### src/rtl/ps2_pkg.sv
// ============================================================================
// Module : ps2_pkg
// Brief  : Shared types and constants for the PS/2 set-2 key decoder path.
// Rev    : 1.0
// ============================================================================
`default_nettype none

package ps2_pkg;

    typedef enum logic [2:0] {
        ST_IDLE    = 3'd0,
        ST_EXT     = 3'd1,
        ST_BRK     = 3'd2,
        ST_EXT_BRK = 3'd3,
        ST_SKIP    = 3'd4
    } dec_state_t;

    localparam int EVT_W         = 12;
    localparam int EVT_MAKE_BIT  = 11;
    localparam int EVT_EXT_BIT   = 10;
    localparam int EVT_SHIFT_BIT = 9;
    localparam int EVT_CTRL_BIT  = 8;

    localparam logic [7:0] E0 = 8'hE0;
    localparam logic [7:0] E1 = 8'hE1;
    localparam logic [7:0] F0 = 8'hF0;

    localparam logic [7:0] LSHIFT = 8'h12;
    localparam logic [7:0] RSHIFT = 8'h59;
    localparam logic [7:0] CTRL   = 8'h14;
    localparam logic [7:0] CAPS   = 8'h58;

    localparam logic [2:0] PAUSE_SKIP = 3'd7;

    function automatic logic [EVT_W-1:0] pack_event(
        input logic       make,
        input logic       ext,
        input logic       shift_held,
        input logic       ctrl_held,
        input logic [7:0] code
    );
        return {make, ext, shift_held, ctrl_held, code};
    endfunction

endpackage

`default_nettype wire

### src/rtl/key_event_fifo.sv
// ============================================================================
// Module : key_event_fifo
// Brief  : Synchronous FIFO with push/full, pop/empty and occupancy count.
// Rev    : 1.0
// ============================================================================
`default_nettype none

module key_event_fifo #(
    parameter int WIDTH = 12,
    parameter int DEPTH = 8
) (
    input  logic                     clk,
    input  logic                     rst,
    input  logic                     push,
    input  logic [WIDTH-1:0]         push_data,
    output logic                     full,
    input  logic                     pop,
    output logic [WIDTH-1:0]         pop_data,
    output logic                     empty,
    output logic [$clog2(DEPTH):0]   count
);

    localparam int AW = $clog2(DEPTH);
    localparam int CW = AW + 1;

    logic [WIDTH-1:0] mem_q [DEPTH];
    logic [AW-1:0]    wr_ptr_q, wr_ptr_d;
    logic [AW-1:0]    rd_ptr_q, rd_ptr_d;
    logic [CW-1:0]    count_q, count_d;
    logic             push_ok;
    logic             pop_ok;

    assign full     = (count_q == CW'(DEPTH));
    assign empty    = (count_q == '0);
    assign count    = count_q;
    assign pop_data = mem_q[rd_ptr_q];

    // A full FIFO still takes a push when the head leaves in the same cycle.
    assign pop_ok  = pop && !empty;
    assign push_ok = push && (!full || pop_ok);

    always_comb begin
        wr_ptr_d = wr_ptr_q;
        rd_ptr_d = rd_ptr_q;
        count_d  = count_q;
        if (push_ok) begin
            wr_ptr_d = wr_ptr_q + 1'b1;
        end
        if (pop_ok) begin
            rd_ptr_d = rd_ptr_q + 1'b1;
        end
        if (push_ok && !pop_ok) begin
            count_d = count_q + 1'b1;
        end else if (!push_ok && pop_ok) begin
            count_d = count_q - 1'b1;
        end
    end

    always_ff @(posedge clk or posedge rst) begin
        if (rst) begin
            wr_ptr_q <= '0;
            rd_ptr_q <= '0;
            count_q  <= '0;
            for (int i = 0; i < DEPTH; i++) begin
                mem_q[i] <= '0;
            end
        end else begin
            wr_ptr_q <= wr_ptr_d;
            rd_ptr_q <= rd_ptr_d;
            count_q  <= count_d;
            if (push_ok) begin
                mem_q[wr_ptr_q] <= push_data;
            end
        end
    end

endmodule

`default_nettype wire

### src/rtl/ps2_key_decoder.sv
// ============================================================================
// Module : ps2_key_decoder
// Brief  : Set-2 scan-code decoder with modifier tracking and an event FIFO.
// Rev    : 1.0
// ============================================================================
`default_nettype none

module ps2_key_decoder
    import ps2_pkg::*;
#(
    parameter int FIFO_DEPTH      = 8,
    parameter int SUPPRESS_REPEAT = 1,
    parameter int EXT_ENABLE      = 1
) (
    input  logic             clk,
    input  logic             clr,
    input  logic             byte_valid,
    input  logic [7:0]       byte_data,
    output logic             byte_ack,
    output logic             evt_valid,
    output logic [EVT_W-1:0] evt_data,
    input  logic             evt_ready,
    output logic             shift,
    output logic             ctrl,
    output logic             caps_lock,
    output logic             overflow
);

    dec_state_t  state_q, state_d;
    logic [2:0]  skip_q, skip_d;
    logic        ack_q, ack_d;
    logic        lshift_q, lshift_d;
    logic        rshift_q, rshift_d;
    logic        lctrl_q, lctrl_d;
    logic        rctrl_q, rctrl_d;
    logic        caps_q, caps_d;
    logic        caps_held_q, caps_held_d;
    logic [8:0]  held_q, held_d;
    logic        held_valid_q, held_valid_d;
    logic        overflow_q, overflow_d;

    logic             consume;
    logic             ev_fire;
    logic             ev_make;
    logic             ev_ext;
    logic [8:0]       ev_key;
    logic             is_repeat;
    logic             push_req;
    logic [EVT_W-1:0] push_word;

    logic                          fifo_full;
    logic                          fifo_empty;
    logic                          fifo_pop;
    logic [$clog2(FIFO_DEPTH):0]   fifo_count;

    assign consume  = byte_valid && !ack_q;
    assign fifo_pop = evt_ready && !fifo_empty;
    assign ev_key   = {ev_ext, byte_data};

    always_comb begin
        state_d      = state_q;
        skip_d       = skip_q;
        ack_d        = consume;
        lshift_d     = lshift_q;
        rshift_d     = rshift_q;
        lctrl_d      = lctrl_q;
        rctrl_d      = rctrl_q;
        caps_d       = caps_q;
        caps_held_d  = caps_held_q;
        held_d       = held_q;
        held_valid_d = held_valid_q;
        overflow_d   = overflow_q;
        ev_fire      = 1'b0;
        ev_make      = 1'b0;
        ev_ext       = 1'b0;
        is_repeat    = 1'b0;

        if (consume) begin
            case (state_q)
                ST_IDLE: begin
                    if (byte_data == E0) begin
                        state_d = ST_EXT;
                    end else if (byte_data == F0) begin
                        state_d = ST_BRK;
                    end else if (byte_data == E1) begin
                        state_d = ST_SKIP;
                        skip_d  = PAUSE_SKIP;
                    end else begin
                        ev_fire = 1'b1;
                        ev_make = 1'b1;
                    end
                end
                ST_EXT: begin
                    state_d = ST_IDLE;
                    if (byte_data == F0) begin
                        state_d = ST_EXT_BRK;
                    end else if (byte_data != LSHIFT) begin
                        ev_fire = 1'b1;
                        ev_make = 1'b1;
                        ev_ext  = 1'b1;
                    end
                end
                ST_BRK: begin
                    state_d = ST_IDLE;
                    ev_fire = 1'b1;
                end
                ST_EXT_BRK: begin
                    state_d = ST_IDLE;
                    // E0-prefixed 12 is the keyboard's synthetic shift; drop it.
                    if (byte_data != LSHIFT) begin
                        ev_fire = 1'b1;
                        ev_ext  = 1'b1;
                    end
                end
                ST_SKIP: begin
                    skip_d = skip_q - 1'b1;
                    if (skip_q <= 3'd1) begin
                        state_d = ST_IDLE;
                    end
                end
                default: begin
                    state_d = ST_IDLE;
                end
            endcase
        end

        if (ev_fire) begin
            if (!ev_ext && byte_data == LSHIFT) lshift_d = ev_make;
            if (!ev_ext && byte_data == RSHIFT) rshift_d = ev_make;
            if (!ev_ext && byte_data == CTRL)   lctrl_d  = ev_make;
            if ( ev_ext && byte_data == CTRL)   rctrl_d  = ev_make;

            if (ev_make) begin
                if ((SUPPRESS_REPEAT != 0) && held_valid_q && (held_q == ev_key)) begin
                    is_repeat = 1'b1;
                end else begin
                    held_d       = ev_key;
                    held_valid_d = 1'b1;
                end
                // Caps toggles once per physical press, never on typematic repeats.
                if (!ev_ext && byte_data == CAPS && !caps_held_q) begin
                    caps_d      = ~caps_q;
                    caps_held_d = 1'b1;
                end
            end else begin
                if (held_valid_q && (held_q == ev_key)) begin
                    held_valid_d = 1'b0;
                end
                if (!ev_ext && byte_data == CAPS) begin
                    caps_held_d = 1'b0;
                end
            end
        end

        push_req = ev_fire && !is_repeat && ((EXT_ENABLE != 0) || !ev_ext);
        if (push_req && fifo_full && !fifo_pop) begin
            overflow_d = 1'b1;
        end
    end

    assign push_word = pack_event(ev_make, ev_ext, lshift_d | rshift_d,
                                  lctrl_d | rctrl_d, byte_data);

    always_ff @(posedge clk or posedge clr) begin
        if (clr) begin
            state_q      <= ST_IDLE;
            skip_q       <= '0;
            ack_q        <= 1'b0;
            lshift_q     <= 1'b0;
            rshift_q     <= 1'b0;
            lctrl_q      <= 1'b0;
            rctrl_q      <= 1'b0;
            caps_q       <= 1'b0;
            caps_held_q  <= 1'b0;
            held_q       <= '0;
            held_valid_q <= 1'b0;
            overflow_q   <= 1'b0;
        end else begin
            state_q      <= state_d;
            skip_q       <= skip_d;
            ack_q        <= ack_d;
            lshift_q     <= lshift_d;
            rshift_q     <= rshift_d;
            lctrl_q      <= lctrl_d;
            rctrl_q      <= rctrl_d;
            caps_q       <= caps_d;
            caps_held_q  <= caps_held_d;
            held_q       <= held_d;
            held_valid_q <= held_valid_d;
            overflow_q   <= overflow_d;
        end
    end

    key_event_fifo #(
        .WIDTH (EVT_W),
        .DEPTH (FIFO_DEPTH)
    ) u_fifo (
        .clk       (clk),
        .rst       (clr),
        .push      (push_req),
        .push_data (push_word),
        .full      (fifo_full),
        .pop       (fifo_pop),
        .pop_data  (evt_data),
        .empty     (fifo_empty),
        .count     (fifo_count)
    );

    assign evt_valid = (fifo_count != '0);
    assign byte_ack  = ack_q;
    assign shift     = lshift_q | rshift_q;
    assign ctrl      = lctrl_q | rctrl_q;
    assign caps_lock = caps_q;
    assign overflow  = overflow_q;

endmodule

`default_nettype wire

### config.mk
export PLATFORM = sky130hd
export DESIGN_NAME = ps2_key_decoder
export DESIGN_NICKNAME = d
export VERILOG_FILES = /design/src/rtl/ps2_pkg.sv /design/src/rtl/key_event_fifo.sv /design/src/rtl/ps2_key_decoder.sv
export SDC_FILE = /design/constraint.sdc
export NUM_CORES = 1
export LEC_CHECK = 0
export BUFFER_PORTS_ARGS = -buffer_cell sky130_fd_sc_hd__buf_2
export CAP_MARGIN = 25
export CORE_ASPECT_RATIO = 1.25
export CORE_UTILIZATION = 43
export CTS_CLUSTER_SIZE = 25
export DETAILED_ROUTE_END_ITERATION = 16
export PLACE_DENSITY = 0.71
export SLEW_MARGIN = 15
export SYNTH_ARGS = -nofsm -noshare
export SYNTH_HDL_FRONTEND = slang
export SYNTH_SLANG_ARGS = --single-unit
### constraint.sdc
create_clock -name clk -period 5.9 [get_ports clk]
set_input_delay 0.59 -clock clk [delete_from_list [all_inputs] [get_ports clk]]
set_output_delay 0.59 -clock clk [all_outputs]
set_load 0.05 [all_outputs]
[Word-level counts from Yosys, hierarchy flattened]
Index checks and enable logic that the tools add are counted.
Cells by class
  div/mod/pow operators: 0
  muxes and demuxes: 46
  $add $sub $neg: 5
  reduce and logical (&&, ||, !) cells: 40
  shifts and indexed selects: 0
  $lt $le $gt $ge: 4
  bitwise operators: 8
  equal/unequal tests: 21
  multiply operators: 0
Operators with widths (number)
  $bwmux W96: 1
  $bmux W12 S3: 1
  $demux W12 S3: 1
  $mux W12: 3
  $mux W1: 25
  $eq A8 B8 Y1 const B: 3
  $mux W3: 7
  $logic_and A1 B1 Y1: 17
  $eq A8 B5 Y1 const B: 2
  $eq A8 B7 Y1 const B: 2
  $reduce_and A3 Y1: 5
  $ne A2 B2 Y1 const B: 5
  $eq A9 B9 Y1: 1
  $logic_not A1 Y1: 9
  $pmux W3 S3: 1
  $ge A4 B4 Y1 const B: 2
  $mux W4: 2
  $ne A8 B5 Y1 const B: 1
  $not A3 Y4: 2
  $reduce_bool A2 Y1: 4
  $add A3 B1 Y3 const B: 2
  $eq A3 B2 Y1 const B: 2
  $pmux W3 S2: 1
  $reduce_and A5 Y1: 1
  19 further kinds: 24
Storage, ports and cells
  bits in read-only memories: 0
  memories kept: 0
  output and inout bits: 18
  word-level logic and storage cells: 147
  bits of input ports: 12
  latch bits: 0
  memory bits (writable): 0
  flip-flop bits (word level): 130

[Depth between registers and ports, before layout]
Gate-level depths: netlist (run 1).
  depth after elaboration: 17
  mapped depth: 18

[By module]
From an unflattened synthesis (run 1), not the netlist that was laid out.
Unflattened totals
  cell total of the unflattened synthesis: 466
  area, all modules: 6640.1 sq um
Modules (own cells, without submodules)
  key_event_fifo: sequential area each 2652.5 sq um, area an instance 5036.1 sq um, cells an instance 309, instances 1
  ps2_key_decoder: sequential area each 600.6 sq um, area an instance 1604.0 sq um, cells an instance 157, instances 1

[Worst setup path before layout (run 1)]
OpenSTA, ideal clock, no wires.
  path kind: input-to-reg
  start point: input byte_data[3]
  end point: register u_fifo.count_q[3], in the netlist u_fifo.count[3]
  stages: 17
  library setup time: 0.125 ns
  arrival: 3.768 ns
  buffers on the path: 2
  setup slack: 2.006 ns
  cell sequence: buf_4 -> or4b_4 -> o21ai_4 -> o31a_2 -> inv_2 -> buf_4 -> ha_1 -> nand2b_1 -> nor2_1 -> ha_1 -> inv_1 -> ha_1 -> a21o_1 -> a21oi_1 -> xnor2_1 -> nor2_1 -> xor2_1
On the way
  elaborated cells between the ends (all ways): 28
  those cells by class: 5 x eq/ne; 15 x mux; 8 x reduce/logical
RTL lines
  start: declaration: line ps2_key_decoder.sv:18  | input logic [7:0] byte_data,
  $eq A8 B8 Y1: line ps2_key_decoder.sv:85  | end else if (byte_data == E1) begin
  $mux W1: line ps2_key_decoder.sv:85
  $mux W1: line ps2_key_decoder.sv:83  | end else if (byte_data == F0) begin
  $mux W1: line ps2_key_decoder.sv:81  | if (byte_data == E0) begin
  $pmux W1 S2 (*): line ps2_key_decoder.sv:79  | case (state_q)
  $mux W1 (*): line ps2_key_decoder.sv:78  | if (consume) begin
  net ev_make: line ps2_key_decoder.sv:44  | logic ev_make;
  $mux W1 (*): line ps2_key_decoder.sv:133  | if (ev_make) begin
  $mux W1 (*): line ps2_key_decoder.sv:127  | if (ev_fire) begin
  $logic_not A1 Y1 (*): line ps2_key_decoder.sv:155  | push_req = ev_fire && !is_repeat && ((EXT_ENABLE != 0) || !ev_ext);
  $logic_and A1 B1 Y1 (*): line ps2_key_decoder.sv:155
  $logic_and A1 B1 Y1 (*): line key_event_fifo.sv:40  | assign push_ok = push && (!full || pop_ok);
  net u_fifo.push_ok: line key_event_fifo.sv:30  | logic push_ok;
  $logic_not A1 Y1: line key_event_fifo.sv:54  | end else if (!push_ok && pop_ok) begin
  $logic_and A1 B1 Y1: line key_event_fifo.sv:54
  $reduce_bool A2 Y1 (no source line)
  end signal: assignment: line key_event_fifo.sv:70  | count_q <= count_d;
  end: declaration: line key_event_fifo.sv:29  | logic [CW-1:0] count_q, count_d;
Mark *: on every way through the listed nets, which the timed path passes. The rest lies on a longest branch.
A chain may end at the register's enable or synchronous reset.

[Worst setup path in the final report (run 1)]
  start point: register state_q[2]
  end point: register u_fifo.count_q[3], in the netlist u_fifo.count[3]
On the way
  word-level cells in the longest chain between the ends: 14
  elaborated cells between the ends (all ways): 23
  those cells by class: 4 x eq/ne; 10 x mux; 9 x reduce/logical
Ends and longest elaborated chain
  start: declaration: line ps2_key_decoder.sv:29  | dec_state_t state_q, state_d;
  start signal: assignment: line ps2_key_decoder.sv:179  | state_q <= state_d;
  $eq A3 B2 Y1 or $eq A3 B1 Y1 (tied branches): line ps2_key_decoder.sv:79
  $pmux W1 S2: line ps2_key_decoder.sv:79
  $mux W1: line ps2_key_decoder.sv:78
  $eq A9 B9 Y1: line ps2_key_decoder.sv:134  | if ((SUPPRESS_REPEAT != 0) && held_valid_q && (held_q == ev_key)) begin
  $logic_and A1 B1 Y1: line ps2_key_decoder.sv:134
  $mux W1: line ps2_key_decoder.sv:134
  $mux W1: line ps2_key_decoder.sv:133
  $mux W1: line ps2_key_decoder.sv:127
  $logic_not A1 Y1: line ps2_key_decoder.sv:155
  $logic_and A1 B1 Y1 (*): line ps2_key_decoder.sv:155
  $logic_and A1 B1 Y1 (*): line key_event_fifo.sv:40
  net u_fifo.push_ok: line key_event_fifo.sv:30
  $logic_not A1 Y1: line key_event_fifo.sv:54
  $logic_and A1 B1 Y1: line key_event_fifo.sv:54
  $reduce_bool A2 Y1 (no source line)
Marked as above.

==> impl_metrics.env, run 1 <==
export IMPL_status="finished, final reports clean"
export IMPL_slowest_delay_ps=580
export IMPL_synth_area_leaders="dfrtp_1, mux2_2, mux4_2"
export IMPL_ys_seq_area_frac=0.488
export IMPL_cts_clk_slew_worst_paths_ps=60
export IMPL_instances_no_fill=774
export IMPL_place_congestion=0.972
export IMPL_finClkSkew_ps=6.54
export IMPL_syn_avg_cell_area_um2=12.5
export IMPL_hold_buffers=0
export IMPL_fp_dieW_um=113
export IMPL_post_route_period_util=0.715
export IMPL_grt_overflow=0
export IMPL_fill_cells=1288
export IMPL_finalSetupViolCount=0
export IMPL_maxCapViolations=0
export IMPL_nets=574
export IMPL_ctsResizeCount=0
export IMPL_die_y_um=141
export IMPL_initial_utilization=0.442
export IMPL_ys_flop_type="dfrtp_1"
export IMPL_avgViaCountPerCell=5.80
export IMPL_grt_pass1_wl_um=25000
export IMPL_dieArea_um2=16000
export IMPL_pwr_density_cell_nw_per_um2=549
export IMPL_fin_tns_setup_ps=0
export IMPL_drive_gt1_frac=0.359
export IMPL_syn_cell_area_um2=6670
export IMPL_synth_area_leader_cell="dfrtp_1"
export IMPL_synth_top_cell_area_share=0.488
export IMPL_numCtsBuffers=17
export IMPL_dp_cells=741
export IMPL_syn_num_nets=554
export IMPL_clock_path_buffers=2
export IMPL_tritoncts="done"
export IMPL_ys_warn_count=0
export IMPL_power_uw=4190
export IMPL_n_antenna_cell=0
export IMPL_design_area_um2=7630
export IMPL_cp_startpoint="state_q[2]"
export IMPL_synth_distinct_cells=70
export IMPL_ys_seq_elements=130
export IMPL_startpoint_type="register"
export IMPL_grt_pass1_vias=4591
export IMPL_synth_cells=533
export IMPL_core_rowCount=50
export IMPL_grt_max_degree=81
export IMPL_crit_chain="or3b_1 -> or4_1 -> and3_1 -> ha_1 -> nand2b_1 -> nor2_1 -> ha_1 -> inv_1 -> ha_1 -> a21o_1 -> a21oi_1 -> xnor2_1 -> nor2_1 -> xor2_1"
export IMPL_worstPathArrival_ps=4520
export IMPL_synthTopCellsByCount="dfrtp_1, mux2_2, nand2_1, mux4_2, nor2_1"
export IMPL_syn_to_final_growth_pct=14.4
export IMPL_hpwl_um=9990
export IMPL_async_reset_ff_frac=1.00
export IMPL_drtPass1Iterations=5
export IMPL_antenna_found_initial=0
export IMPL_pin_count=30
export IMPL_root_buffer="clkbuf_16"
export IMPL_dr_total_vias=4486
export IMPL_routed_wl_um=15100
export IMPL_cts_htree_levels=4
export IMPL_crit_fanout=12
export IMPL_fmax_mhz=237
export IMPL_cp_end_kind="register"
export IMPL_post_cts_setup_buffers=0
export IMPL_cellLeakagePower_uw=0.00324
export IMPL_drt_iter0_drc=252
export IMPL_finalCriticalPeriod_ps=4220
export IMPL_place_area_um2=6970
export IMPL_synth_most_common_cell="dfrtp_1"
export IMPL_required_ps=6200
export IMPL_clk_latency_ps=420
export IMPL_r2r_start="state_q[2]"
export IMPL_hold_viol=0
export IMPL_cpMostUsedCell="ha_1"
export IMPL_core_um2=15100
export IMPL_rsz0062_at_grt="false"
export IMPL_final_max_slew_violation_count=0
export IMPL_ant_nets=0
export IMPL_clock_sinks=130
export IMPL_ir_drop_uv=246
export IMPL_wl_per_cell_um=19.5
export IMPL_drc=0
export IMPL_synth_edf_count=0
export IMPL_ff2ff_path_depth=14
export IMPL_grt_usage=0.207
export IMPL_relSlewSlack=0.367
export IMPL_crit_slowest_cell="or4_1"
export IMPL_worst_pin_slew_ps=942
export IMPL_portBuffers=29
export IMPL_hp_class="in -> async"
export IMPL_worst_setup_path_type="reg -> reg"
[flip-flops by register name (all words and copies together) (netlist names)]
signal	count
u_fifo.mem_q	96
held_q	9
u_fifo.count	4
skip_q	3
state_q	3
u_fifo.rd_ptr_q	3
u_fifo.wr_ptr_q	3
byte_ack	1
caps_held_q	1
caps_lock	1
held_valid_q	1
lctrl_q	1
lshift_q	1
overflow	1
rctrl_q	1
rshift_q	1
[cell families after synthesis]
logic type      Yosys count  share of synthesized area
compound gates           58                     0.0651
fa+ha+maj                 9                     0.0180
buf+inv                  48                     0.0309
mux                     119                      0.245
flops                   130                      0.488
xor+xnor                 17                     0.0223
simple gates            152                      0.131
[per-stage QoR]
step / worst slack [ps] / hold WS (ps) / util
final: 1680 / 256 / 0.506
after global routing: 1420 / 315 / 0.506
after CTS: 1690 / 286 / 0.504
after detailed placement: 1360 / 447 / 0.462
after global placement: 1500 / 441 / 0.462
after floorplan: 1840 / 434 / -
[worst max-delay path: cells and delay by family (launching register included)]
family	cells	cell delay (ps)
AOI/OAI and AO/OA	2	340
and+or+nand+nor	6	2120
xor gates and xnor gates	2	280
adders and majority gates	3	760
buffers and inverters	1	90
DFF	1	490
[per-layer routing]
layer | wire length (um) | GRT usage | share of wire | up-vias
li1 | - | - | - | 1997
met1 | 6320 | 0.263 | 0.42 | 2304
met2 | 7660 | 0.347 | 0.51 | 148
met3 | 678 | 0.0329 | 0.045 | 37
met4 | 443 | 0.0983 | 0.029 | 0
met5 | 0 | 0 | 0 | -
[placed cells by master, fill, tap and decap left out, types with 4 or more instances in the layout]
master and instances:
dfrtp_1 130, mux2_2 82, nand2_1 46, buf_2 29
nor2_1 24, mux4_2 24, clkbuf_16 17, a21oi_1 16
xnor2_1 13, inv_1 11, mux2_1 10, nand3_1 9
nor4_1 9, o21ai_0 8, ha_1 8, nand2b_1 7
nor3_1 7, nor4b_1 6, buf_4 6, nor3_2 5
or2_2 4, a31oi_1 4, xor2_1 4, bufinv_16 4
[power by group]
| part | internal, uW | leakage (uW) | switching, uW |
|---|---|---|---|
| combinational | 723 | 0.00135 | 875 |
| sequential | 1240 | 0.00159 | 235 |
| clock | 731 | 0.000303 | 390 |
| total | 2690 | 0.00324 | 1500 |
[worst paths after layout]
| path | endpoint | slack, ps |
|---|---|---|
| setup / recovery | u_fifo.count[3] | 1680 |
| hold / removal | u_fifo.mem_q[90] | 260 |
| setup reg to reg | u_fifo.count[3] | 1680 |
| hold reg to reg | overflow | 460 |
| max in group asynchronous | u_fifo.mem_q[23] | 4520 |
| min in group clk | overflow | 460 |
[layout make-up]
type	count	area, um^2	area share
clock buffer	20	457	0.0599
sequential	130	3250	0.426
timing repair buffer	36	218	0.0285
multi-input combinational	355	3210	0.421
tap	208	260	0.0341
inverter	13	51.3	0.00672
clock inverter	12	179	0.0235
Note: power is estimated with default switching activity, not from simulation.
==> run 2, diff against run 1 <==
- PLACE_DENSITY: 0.71 -> 0.73
- clock period: 5.9 -> 3.85 ns (I/O delays scaled with it)
==> run 2 against run 1 <==
- critical path type unchanged
- largest power group unchanged
- clock power increased by 53%
- die area stayed put
- largest cell class unchanged
- sequential share of layout area shrank 1.1 points
- total power rose by 53%
- worst hold slack better by 70 ps
==> impl_metrics.env, run 2 (synthesis gave the netlist of run 1 again) <==
export IMPL_drive_gt1_frac=0.385
export IMPL_cts_clk_slew_worst_paths_ps=50
export IMPL_status="finished, final reports clean"
export IMPL_r2r_end="u_fifo.count[3]"
export IMPL_largest_register="u_fifo.mem_q"
export IMPL_core_um2=15100
export IMPL_met1Wirelength_um=5880
export IMPL_grt_usage=0.202
export IMPL_hold_viol=0
export IMPL_layout_common_cells="dfrtp_1, mux2_2, nand2_1"
export IMPL_met2_length_um=7710
export IMPL_worst_pin_slew_ps=767
export IMPL_initial_utilization=0.442
export IMPL_syn_to_final_growth_pct=17.4
export IMPL_nets=598
export IMPL_worstPathArrival_ps=3900
export IMPL_grt_max_degree=89
export IMPL_crit_fanout=5
export IMPL_post_route_period_util=0.936
export IMPL_cts_htree_levels=4
export IMPL_worst_setup_path_type="reg -> reg"
export IMPL_avgViaCountPerCell=5.54
export IMPL_slowest_delay_ps=540
export IMPL_crit_slowest_cell="or4_1"
export IMPL_r2r_start="byte_ack"
export IMPL_dr_total_vias=4414
export IMPL_startpoint_type="register"
export IMPL_hp_class="in -> reg"
export IMPL_finalCriticalPeriod_ps=3600
export IMPL_die_y_um=141
export IMPL_root_buffer="clkbuf_16"
export IMPL_grt_overflow=0
export IMPL_clk_latency_ps=410
export IMPL_core_rowCount=50
export IMPL_hpwl_um=10200
export IMPL_ir_drop_uv=306
export IMPL_finalSetupViolCount=0
export IMPL_routed_wl_um=14700
export IMPL_min_path_cells=3
export IMPL_route_met3_wl_um=641
export IMPL_wl_per_cell_um=18.4
export IMPL_grt_pass1_vias=4836
export IMPL_n_antenna_cell=0
export IMPL_final_common_cell="dfrtp_1"
export IMPL_min_from="evt_ready"
export IMPL_cpMostUsedCell="ha_1"
export IMPL_drc=0
export IMPL_crit_family="simple AND/OR/NAND/NOR gates"
export IMPL_largest_register_ffs=96
export IMPL_instances_no_fill=797
export IMPL_dr_max_layer_used="met4"
export IMPL_cellLeakagePower_uw=0.00336
export IMPL_tritoncts="done"
export IMPL_clock_sinks=130
export IMPL_cp_startpoint="byte_ack"
export IMPL_relSlewSlack=0.474
export IMPL_pwr_density_cell_nw_per_um2=820
export IMPL_final_max_slew_violation_count=0
export IMPL_clock_path_buffers=2
export IMPL_dieArea_um2=16000
export IMPL_antenna_found_initial=0
export IMPL_power_uw=6420
export IMPL_hold_path_end="u_fifo.rd_ptr_q[2]"
export IMPL_ff2ff_path_depth=14
export IMPL_drtPass1Iterations=4
export IMPL_required_ps=4140
export IMPL_drt_iter0_drc=269
export IMPL_ant_nets=0
export IMPL_cp_end_kind="register"
export IMPL_maxCapViolations=0
export IMPL_finClkSkew_ps=5.90
export IMPL_pin_count=30
export IMPL_portBuffers=29
export IMPL_crit_chain="or3b_1 -> or4_1 -> and3_1 -> ha_1 -> nand2b_1 -> nor2_2 -> ha_1 -> inv_1 -> ha_1 -> a21o_1 -> a21oi_1 -> xnor2_1 -> nor2_1 -> xor2_1"
export IMPL_reg2reg_setup_slack_ps=250
export IMPL_numCtsBuffers=17
export IMPL_fp_dieW_um=113
export IMPL_place_congestion=0.906
export IMPL_fmax_mhz=277
export IMPL_rsz0062_at_grt="false"
export IMPL_grt_pass1_wl_um=24600
export IMPL_dp_cells=763
export IMPL_cp_num_buf_inv=1
run 2: cell count changes in the layout (fill, tap and decap cells not counted), sizes merged:
cell	previous run	this run
clkbuf	20	21
clkinvlp	3	4
inv	15	13
dlygate4sd3	0	1
buf	36	58
run 2: layout make-up:
type	count	area (um^2)
clock buffer	20	467
multi-input combinational	355	3210
inverter	13	52.6
fill	1258	7250
clock inverter	11	178
timing repair buffer	60	405
tap	208	260
sequential	130	3250
run 2: report_power, final:
part / internal, uW / leakage, uW / total (uW) / switching [uW]
clock network: 1140 / 0.000305 / 1710 / 578
registers: 1900 / 0.00159 / 2270 / 372
logic: 1130 / 0.00146 / 2430 / 1300
run 2: repair_timing:
| action | 4_1_cts | 5_1_grt |
|---|---|---|
| setup endpoints to repair | 0 | 1 |
| buffers inserted | 0 | 0 |
| resized for setup | 0 | 1 |
| hold endpoints to repair | 0 | 8 |
| hold buffers | 0 | 1 |
run 2: how the worst max path moves through the flow:
stage / to / depth (start not counted)
after CTS: u_fifo.count[3] / 14
after global placement: u_fifo.count[3] / 16
after floorplan: u_fifo.count[3] / 15
after global routing: u_fifo.count[3] / 14
after detailed placement: u_fifo.count[3] / 16
final: u_fifo.count[3] / 14
run 2: tightest hold or removal path, stage by stage:
cell and delay [ps]:
buf_2 100, and3_1 150, xor2_1 60
run 2: metal layers:
| layer | vias up | track usage |
|---|---|---|
| li1 | 2049 | - |
| met1 | 2225 | 0.240 |
| met2 | 106 | 0.346 |
| met3 | 34 | 0.0496 |
| met4 | 0 | 0.0935 |
| met5 | - | 0 |
run 2: stage by stage:
| stage | area, um^2 | TNS, ps | util | setup slack [ps] | hold WS, ps |
|---|---|---|---|---|---|
| final | 7830 | 0 | 0.519 | 245 | 326 |
| after global routing | 7830 | 0 | 0.519 | 3.68 | 345 |
| after CTS | 7790 | 0 | 0.517 | 157 | 200 |
| after detailed placement | 7150 | -30.2 | 0.474 | -30.2 | 458 |
| after global placement | 7150 | 0 | 0.474 | 142 | 445 |
| after floorplan | 6680 | 0 | - | 81.1 | 434 |
==> run 3, diff against run 2 <==
- REMOVE_ABC_BUFFERS: not set -> 1
==> run 3 against run 2 <==
- register-to-register slack improved by 40 ps
- via count up 2.9%
- sequential share of layout area is 0.20 points higher
- maximum frequency increased by 1.2%
- die area unchanged
- sequential power hardly changed
- non-clock buffer count down 2
- critical path depth unchanged
- clock-buffer cell count rose by 5
- first-iteration DRC count up 38%
- total power hardly changed
- worst setup slack better by 44 ps
- largest power group unchanged
==> impl_metrics.env, run 3 (synthesis gave the netlist of run 1 again) <==
export IMPL_grt_overflow=0
export IMPL_fp_dieW_um=113
export IMPL_startpoint_type="register"
export IMPL_cpMostUsedCell="ha_1"
export IMPL_dr_total_vias=4542
export IMPL_fmax_mhz=281
export IMPL_hold_slack_ps=143
export IMPL_clock_path_buffers=2
export IMPL_route_met3_wl_um=765
export IMPL_layout_common_cells="dfrtp_1, mux2_2, nand2_1"
export IMPL_finalSetupViolCount=0
export IMPL_numCtsBuffers=17
export IMPL_clock_sinks=130
export IMPL_antenna_found_initial=0
export IMPL_dp_cells=764
export IMPL_tritoncts="done"
export IMPL_fin_tns_setup_ps=0
export IMPL_crit_family="simple AND/OR/NAND/NOR gates"
export IMPL_grt_pass1_vias=4794
export IMPL_routed_wl_um=15700
export IMPL_post_route_period_util=0.925
export IMPL_crit_slowest_cell="or4_1"
export IMPL_hpwl_um=10600
export IMPL_met1Wirelength_um=6410
export IMPL_core_rowCount=50
export IMPL_cp_end_kind="register"
export IMPL_worst_setup_path_type="reg -> reg"
export IMPL_rsz0062_at_grt="false"
export IMPL_required_ps=4150
export IMPL_largest_register="u_fifo.mem_q"
export IMPL_finalCriticalPeriod_ps=3560
export IMPL_worst_pin_slew_ps=885
export IMPL_instances_no_fill=796
export IMPL_drc=0
export IMPL_root_buffer="clkbuf_16"
export IMPL_drt_iter0_drc=370
export IMPL_portBuffers=29
export IMPL_dieArea_um2=16000
export IMPL_cts_clk_slew_worst_paths_ps=50
export IMPL_avgViaCountPerCell=5.71
export IMPL_wl_per_cell_um=19.7
export IMPL_maxCapViolations=0
export IMPL_cp_num_buf_inv=1
export IMPL_ir_drop_uv=318
export IMPL_crit_fanout=5
export IMPL_status="finished, final reports clean"
export IMPL_slowest_delay_ps=550
export IMPL_n_antenna_cell=0
export IMPL_initial_utilization=0.442
export IMPL_hold_viol=0
export IMPL_dp_slack_ps=71.6
export IMPL_cts_htree_levels=4
export IMPL_met2_length_um=8160
export IMPL_pin_count=30
export IMPL_cellLeakagePower_uw=0.00334
export IMPL_hp_class="in -> async"
export IMPL_relSlewSlack=0.393
export IMPL_grt_pass1_wl_um=25900
export IMPL_pwr_density_cell_nw_per_um2=823
export IMPL_die_y_um=141
export IMPL_clk_latency_ps=420
export IMPL_place_congestion=0.979
export IMPL_syn_to_final_growth_pct=16.8
export IMPL_grt_max_degree=67
export IMPL_grt_usage=0.216
export IMPL_drive_gt1_frac=0.383
export IMPL_fin_ws_ps=289
export IMPL_post_cts_setup_buffers=0
export IMPL_hold_buffers=0
export IMPL_power_uw=6410
export IMPL_ctsResizeCount=0
export IMPL_finClkSkew_ps=7.79
export IMPL_final_max_slew_violation_count=0
export IMPL_crit_chain="or3b_1 -> or4_1 -> and3_1 -> ha_1 -> nand2b_1 -> nor2_1 -> ha_1 -> inv_1 -> ha_1 -> a21o_1 -> a21oi_1 -> xnor2_1 -> nor2_1 -> xor2_1"
export IMPL_dr_max_layer_used="met4"
export IMPL_worstPathArrival_ps=3860
export IMPL_drtPass1Iterations=5
export IMPL_largest_register_ffs=96
export IMPL_ant_nets=0
export IMPL_final_common_cell="dfrtp_1"
export IMPL_nets=596
export IMPL_core_um2=15100
## run 3: worst paths after layout
check / slack [ps] / cells past startpoint / to / from
worst max register to register: 290 / 14 / u_fifo.count[3] / byte_ack
min in group clk: 280 / 3 / u_fifo.mem_q[77] / byte_data[5]
max in group asynchronous: 2890 / 3 / u_fifo.mem_q[60] / clr
worst min-delay path: 140 / 2 / u_fifo.mem_q[86] / clr
worst max-delay path: 290 / 14 / u_fifo.count[3] / byte_ack
worst min register to register: 460 / 2 / u_fifo.mem_q[77] / u_fifo.mem_q[77]
## run 3: cell type report
class,count,area [um^2]
Timing Repair Buffer,58,375
Clock buffer,25,515
Clock inverter,7,120
Inverter,13,51.3
Multi-Input combinational cell,355,3220
Sequential cell,130,3250
Tap cell,208,260
Fill cell,1279,7280
## run 3: worst register-to-register path: stages (launching register included)
cell	delay, ps
dfrtp_1	410
or3b_1	380
or4_1	550
and3_1	200
ha_1	230
nand2b_1	170
nor2_1	170
ha_1	220
inv_1	90
ha_1	280
a21o_1	180
a21oi_1	190
xnor2_1	150
nor2_1	70
xor2_1	140
## run 3: report_power, final
part | internal [uW] | total, uW | leakage (uW) | switching [uW]
clock network | 1120 | 1700 | 0.000298 | 575
registers | 1900 | 2270 | 0.00159 | 373
logic | 1130 | 2440 | 0.00145 | 1310
## run 3: metrics by stage
step	cell area (um^2)	utilization
final	7790	0.517
after global routing	7790	0.517
after CTS	7790	0.517
after detailed placement	7150	0.474
after global placement	7150	0.474
after floorplan	6510	-
## run 3: metal layers
metal,vias up,global-route usage
met5,-,0
met4,0,0.0956
met3,28,0.0414
met2,139,0.367
met1,2331,0.267
li1,2044,-
